<file path="src/rtl/lcd_hd44780_peripheral.sv">
// lcd_hd44780_peripheral
// Bus responder that drives an 8-bit, write-only HD44780 character LCD.
// A write to DATA (RS=1) or CMD (RS=0) starts a hardware-timed sequence:
// RS/DB setup, E pulse, hold, then the controller execution delay.
// Completion is reported through STAT.busy and a one-cycle irq_strobe.
//
// state | meaning
// ------+-------------------------------------------------------------
// IDLE  | no transfer in flight; DATA/CMD writes are accepted here only
// SETUP | RS/DB driven, waiting T_SETUP cycles before raising E
// EHIGH | E high for T_EHIGH cycles
// HOLD  | E low again, RS/DB held for T_HOLD cycles
// EXEC  | controller busy executing (T_EXEC or T_EXEC_LONG cycles)
module lcd_hd44780_peripheral #(
  parameter logic [8:0]  DATA_ADDR   = 9'h01E,
  parameter logic [8:0]  CMD_ADDR    = 9'h01F,
  parameter logic [8:0]  STAT_ADDR   = 9'h09E,
  parameter int unsigned T_SETUP     = 3,
  parameter int unsigned T_EHIGH     = 12,
  parameter int unsigned T_HOLD      = 2,
  parameter int unsigned T_EXEC      = 2000,
  parameter int unsigned T_EXEC_LONG = 80000
) (
  input  logic       clk,
  input  logic       rst,
  input  logic [8:0] addr,
  input  logic       wr_en,
  input  logic [7:0] data_in,
  output logic [7:0] data_out,
  output logic       sel,
  output logic       irq_strobe,
  output logic [7:0] lcd_data,
  output logic       lcd_rs,
  output logic       lcd_rw,
  output logic       lcd_e
);

  localparam logic [2:0] S_IDLE  = 3'd0;
  localparam logic [2:0] S_SETUP = 3'd1;
  localparam logic [2:0] S_EHIGH = 3'd2;
  localparam logic [2:0] S_HOLD  = 3'd3;
  localparam logic [2:0] S_EXEC  = 3'd4;

  // Counter reload values; every phase counts down to zero inclusive,
  // so a phase of T cycles loads T-1.
  localparam logic [16:0] LD_SETUP     = 17'(T_SETUP - 1);
  localparam logic [16:0] LD_EHIGH     = 17'(T_EHIGH - 1);
  localparam logic [16:0] LD_HOLD      = 17'(T_HOLD - 1);
  localparam logic [16:0] LD_EXEC      = 17'(T_EXEC - 1);
  localparam logic [16:0] LD_EXEC_LONG = 17'(T_EXEC_LONG - 1);

  logic [2:0]  state_q, state_d;
  logic [16:0] cnt_q, cnt_d;
  logic        lcd_e_q, lcd_e_d;
  logic        long_q, long_d;
  logic [7:0]  data_reg_q, data_reg_d;
  logic [7:0]  cmd_reg_q, cmd_reg_d;
  logic [7:0]  lcd_data_q, lcd_data_d;
  logic        lcd_rs_q, lcd_rs_d;
  logic        overrun_q, overrun_d;

  logic hit_data, hit_cmd, hit_stat;
  logic wr_data, wr_cmd, wr_stat;
  logic busy, accept, cnt_zero;

  // Address decode and write qualification
  always_comb begin
    hit_data = (addr == DATA_ADDR);
    hit_cmd  = (addr == CMD_ADDR);
    hit_stat = (addr == STAT_ADDR);
    wr_data  = wr_en & hit_data;
    wr_cmd   = wr_en & hit_cmd;
    wr_stat  = wr_en & hit_stat;
    busy     = (state_q != S_IDLE);
    // The final EXEC cycle still counts as busy, so a write landing on
    // the irq_strobe cycle is rejected as an overrun.
    accept   = (wr_data | wr_cmd) & ~busy;
    cnt_zero = (cnt_q == 17'd0);
  end

  // Zero-latency read mux and select
  always_comb begin
    sel      = hit_data | hit_cmd | hit_stat;
    data_out = 8'h00;
    if (hit_data)      data_out = data_reg_q;
    else if (hit_cmd)  data_out = cmd_reg_q;
    else if (hit_stat) data_out = {6'b0, overrun_q, busy};
  end

  // Register file next-state: DATA/CMD shadows, LCD bus latches, overrun
  always_comb begin
    data_reg_d = data_reg_q;
    cmd_reg_d  = cmd_reg_q;
    lcd_data_d = lcd_data_q;
    lcd_rs_d   = lcd_rs_q;
    overrun_d  = overrun_q;
    if (accept) begin
      lcd_data_d = data_in;
      lcd_rs_d   = wr_data;
      if (wr_data) data_reg_d = data_in;
      else         cmd_reg_d  = data_in;
    end
    if ((wr_data | wr_cmd) & busy) begin
      overrun_d = 1'b1;
    end else if (wr_stat && !data_in[1]) begin
      overrun_d = 1'b0;
    end
  end

  // Sequencer next-state: one shared down-counter times every phase
  always_comb begin
    state_d = state_q;
    cnt_d   = cnt_q;
    lcd_e_d = lcd_e_q;
    long_d  = long_q;
    case (state_q)
      S_IDLE: begin
        if (accept) begin
          // Clear display (0x01) and return home (0x02/0x03) need the long wait.
          long_d  = wr_cmd & (data_in[7:2] == 6'd0);
          cnt_d   = LD_SETUP;
          state_d = S_SETUP;
        end
      end
      S_SETUP: begin
        if (cnt_zero) begin
          lcd_e_d = 1'b1;
          cnt_d   = LD_EHIGH;
          state_d = S_EHIGH;
        end else begin
          cnt_d = cnt_q - 17'd1;
        end
      end
      S_EHIGH: begin
        if (cnt_zero) begin
          lcd_e_d = 1'b0;
          cnt_d   = LD_HOLD;
          state_d = S_HOLD;
        end else begin
          cnt_d = cnt_q - 17'd1;
        end
      end
      S_HOLD: begin
        if (cnt_zero) begin
          cnt_d   = long_q ? LD_EXEC_LONG : LD_EXEC;
          state_d = S_EXEC;
        end else begin
          cnt_d = cnt_q - 17'd1;
        end
      end
      S_EXEC: begin
        if (cnt_zero) begin
          state_d = S_IDLE;
        end else begin
          cnt_d = cnt_q - 17'd1;
        end
      end
      default: begin
        state_d = S_IDLE;
        cnt_d   = 17'd0;
        lcd_e_d = 1'b0;
      end
    endcase
  end

  // Sequencer state registers; reset drops E asynchronously
  always_ff @(posedge clk or posedge rst) begin
    if (rst) begin
      state_q <= S_IDLE;
      cnt_q   <= 17'd0;
      lcd_e_q <= 1'b0;
      long_q  <= 1'b0;
    end else begin
      state_q <= state_d;
      cnt_q   <= cnt_d;
      lcd_e_q <= lcd_e_d;
      long_q  <= long_d;
    end
  end

  // Register file and LCD bus registers
  always_ff @(posedge clk or posedge rst) begin
    if (rst) begin
      data_reg_q <= 8'h00;
      cmd_reg_q  <= 8'h00;
      lcd_data_q <= 8'h00;
      lcd_rs_q   <= 1'b0;
      overrun_q  <= 1'b0;
    end else begin
      data_reg_q <= data_reg_d;
      cmd_reg_q  <= cmd_reg_d;
      lcd_data_q <= lcd_data_d;
      lcd_rs_q   <= lcd_rs_d;
      overrun_q  <= overrun_d;
    end
  end

  // Output drive; irq is the last EXEC cycle, so reset can never emit it
  always_comb begin
    irq_strobe = (state_q == S_EXEC) && cnt_zero;
    lcd_data   = lcd_data_q;
    lcd_rs     = lcd_rs_q;
    lcd_rw     = 1'b0;
    lcd_e      = lcd_e_q;
  end

endmodule

</file>
<file path="config.mk">
export PLATFORM = sky130hd
export DESIGN_NAME = lcd_hd44780_peripheral
export DESIGN_NICKNAME = d
export VERILOG_FILES = /design/src/rtl/lcd_hd44780_peripheral.sv
export SDC_FILE = /design/constraint.sdc
export NUM_CORES = 1
export LEC_CHECK = 0
export ABC_CLOCK_PERIOD_IN_PS = 3600
export CAP_MARGIN = 30
export CORE_MARGIN = 2
export CORE_UTILIZATION = 54
export DETAILED_ROUTE_END_ITERATION = 12
export GPL_TIMING_DRIVEN = 0
export PLACE_DENSITY = 0.83
export SYNTH_ARGS = -nofsm -noshare
export SYNTH_HDL_FRONTEND = slang
export SYNTH_SLANG_ARGS = --single-unit
</file>
<file path="constraint.sdc">
create_clock -name clk -period 3.6 [get_ports clk]
set_clock_uncertainty 0.1 [all_clocks]
set_input_delay 0.72 -clock clk [delete_from_list [all_inputs] [get_ports clk]]
set_output_delay 0.72 -clock clk [all_outputs]
set_load 0.005 [all_outputs]
</file>
==> metrics.md <==
| Metric | Value |
|---|---|
| Status | `completed` |
| Reg power frac | `52.2%` |
| Share of cells above drive strength 1 | `15.64%` |
| Crit path max-delay cell type | `clkdlybuf4s50_1` |
| Final Max Tran Viols | `0` |
| Synth Instances | `280` |
| Worst-path fanout max | `10` |
| Yosys top cell by area | `dfrtp_1` |
| Placed Cells | `386` |
| Register area share after synthesis | `44.51%` |
| PwrDens | `368.6 nW/um2` |
| Register area | `1201 um2` |
| Post-synth EDFFs | `0` |
| NetSw | `382.3 uW` |
| Synthesized flop and latch total | `48` |
| RD Place Congestion | `0.9057` |
| Post-synthesis async set-or-reset flop share | `100.0%` |
| RSZ-0062 raised after global routing | `no` |
| Kind of cell adding the most delay to the critical path | `buffers and inverters` |
| Initial antenna violation count | `0` |
| Critical path endpoint category | `output pin` |
| IO Count | `41` |
| Critical path cell sequence | `clkdlybuf4s50_1 > nor4b_4 > nand2_2 > nor2_1 > clkdlybuf4s50_1` |
| Post-synth top flop | `dfrtp_1` |
| Post-Layout Cell Count | `393` |
| Total number of H-tree levels | `2` |
| Syn Area/Cell | `9.639 um2` |
| Max Root-Sink Buffers | `2` |
| Net Sw Frac | `31.41%` |
| IO Port Bufs | `38` |
| CP required | `2.78 ns` |
| Largest net degree at the start of global routing | `27` |
| Min Tclk post-route | `3.396 ns` |
| Post-synth top area share | `44.51%` |
| Congestion Overflow GR | `0` |
| Vias per cell | `6.107` |
| First-pass GRT wire length | `10,690 um` |
| Die ar. | `5579 um2` |
| Min-Delay Path Class | `reg2reg` |
| HPWL after DPL | `4642 um` |
| Netlist Area Pre-Place | `2699 um2` |
| Drt total wl | `6460 um` |
| Setup violators final | `0` |
| Final period util | `94.32%` |
| Setup_tns | `0 ns` |
| Total track usage | `24.98%` |
| Hold slack | `0.3957 ns` |
| Clock power frac | `27.5%` |
| WP data arrival | `2.58 ns` |
| Worst slew margin | `50.55%` |
| Post-DR wirelength/cell | `16.44 um` |
| Worst path max stage delay | `0.55 ns` |
| Drt first pass iters | `5` |
| # diodes | `0` |
| Mapped Nets | `301` |
| LEAKAGE | `0.001379 uW` |
| ANT nets after route | `0` |
| Clock-pin slew on the worst setup and hold paths | `0.10 ns` |
| Multi-input logic area | `1403 um2` |
| Fin. Hold Viols | `0` |
| Kind of critical path | `in2out` |
| FP Rows | `25` |
| # DRC | `0` |
| Most common cell in the synthesized netlist | `dfrtp_1` |
| Cts bufs inserted | `5` |
| Initial Util | `56.39%` |
| Combinational share of power | `20.3%` |
| Startpoint class of the critical path | `input port` |
| CP bufs+invs | `2` |
| Final nets | `346` |
| Core area | `4786 um2` |
| Via count | `2,400` |
| Fmax | `0.2945 GHz` |
| Internal Pwr Total | `834.8 uW` |
| CP most frequent cell | `clkdlybuf4s50_1` |
| Total power | `1217 uW` |
| Height of the die | `74.70 um` |
| VDD IR max | `0.2084 mV` |
| Yosys warns | `0` |
| Synth top area cells | `dfrtp_1, mux2_2, nand2_1` |
| Initial DRC count | `243` |
| Clock sinks | `48` |
| Fill cell count | `380` |
| Worst-Skew Late Latency | `0.30 ns` |
| Top cells by count, synth | `dfrtp_1, nand2_1, mux2_2` |
| Number of global-route vias before repair | `2,227` |
| Max-Cap Viols | `0` |
| Yosys cell types | `57` |
| CTS root buf | `clkbuf_8` |
| Area Growth Syn to Fin | `22.35%` |
| Die W | `74.70 um` |
| Worst slew pin tran | `0.7402 ns` |
| TritonCTS clock tree | `yes` |
[path summary, 6_finish.rpt]
path	from	depth (start not counted)	slack, ns	end
setup / recovery	addr[7]	5	0.20	data_out[7]
max in group asynchronous	rst	3	2.22	long_q
min in group asynchronous	rst	2	0.66	cnt_q[14]
setup reg to reg	cnt_q[7]	7	0.76	cnt_q[13]
hold reg to reg	lcd_rs	2	0.40	lcd_rs
hold / removal	lcd_rs	2	0.40	lcd_rs
[registers in the layout, summed over array words and instances, names as in the netlist]
| name | cells |
|---|---|
| lcd_rs | 1 |
| state_q | 3 |
| lcd_e | 1 |
| data_reg_q | 8 |
| cnt_q | 17 |
| long_q | 1 |
| lcd_data | 8 |
| cmd_reg_q | 8 |
| overrun_q | 1 |
[power by group through the flow]
| stage | logic, uW | clock network (uW) | registers [uW] |
|---|---|---|---|
| after floorplan | 176 | 0 | 628 |
| after global placement | 230 | 0 | 640 |
| after detailed placement | 240 | 0 | 643 |
| after CTS | 245 | 337 | 634 |
| after global routing | 279 | 357 | 641 |
| final | 247 | 335 | 635 |
[layer usage]
layer	routed length, um	share of wire [%]	vias to the layer above	global-route usage [%]
met1	2813	44	1157	33.88
met3	360	5.6	11	3.748
li1	-	-	1130	-
met2	3197	49	102	41.59
met5	0	0	-	0
met4	89	1.4	0	7.937
[cell families after synthesis]
group / count (synthesis) / share of synthesized area [%]
AOI/OAI and AO/OA: 65 / 16.09
xor gates and xnor gates: 2 / 0.6492
adders and majority gates: 1 / 0.4635
other: 1 / 0.1389
muxes: 33 / 13.35
and+or+nand+nor: 101 / 20.26
DFF: 48 / 44.51
buffers and inverters: 29 / 4.543
[tightest hold or removal path, cell delays in order (launching register included)]
cell     delay, ns
dfrtp_1       0.36
nand2_1       0.06
nand2_1       0.06
[placed cells by master, fill, tap and decap left out, types with 3 or more instances in the layout]
cell | netlist | final
dfrtp_1 | 48 | 48
clkdlybuf4s50_1 | 0 | 37
nand2_1 | 26 | 25
mux2_2 | 24 | 24
nor2_1 | 21 | 21
o21ai_0 | 18 | 18
a21oi_1 | 14 | 14
clkbuf_1 | 14 | 13
nor3_1 | 10 | 10
inv_1 | 10 | 9
mux2i_1 | 9 | 9
or3_1 | 8 | 8
or4_1 | 8 | 7
nor4_1 | 6 | 6
clkbuf_8 | 0 | 5
nand3_1 | 4 | 4
or2_2 | 3 | 3
o211ai_1 | 3 | 3
o41ai_1 | 3 | 3
[cell type report]
class	instances	share of cell area [%]
buffer	18	2.653
clock buffer	5	2.084
clock inverter	3	0.6442
inverter	10	1.137
multi-input combinational	203	42.48
sequential	48	36.38
tap	67	2.539
timing repair buffer	39	12.09
[stage by stage]
step                area [um2]  setup slack (ns)  utilization [%]
finish                    3302            0.2044            68.99
global route              3302           0.08918            68.99
CTS                       3291           0.05570            68.76
detailed placement        3183           -0.1468            66.51
global placement          3163           -0.1640            66.09
floorplan                 2699            0.7845                -
[repair_timing]
item,CTS,global route
endpoints found under the setup margin,7,6
hold buffers,0,0
setup buffers,0,0
resized for setup,7,2
Note: power is estimated with default switching activity, not from simulation.
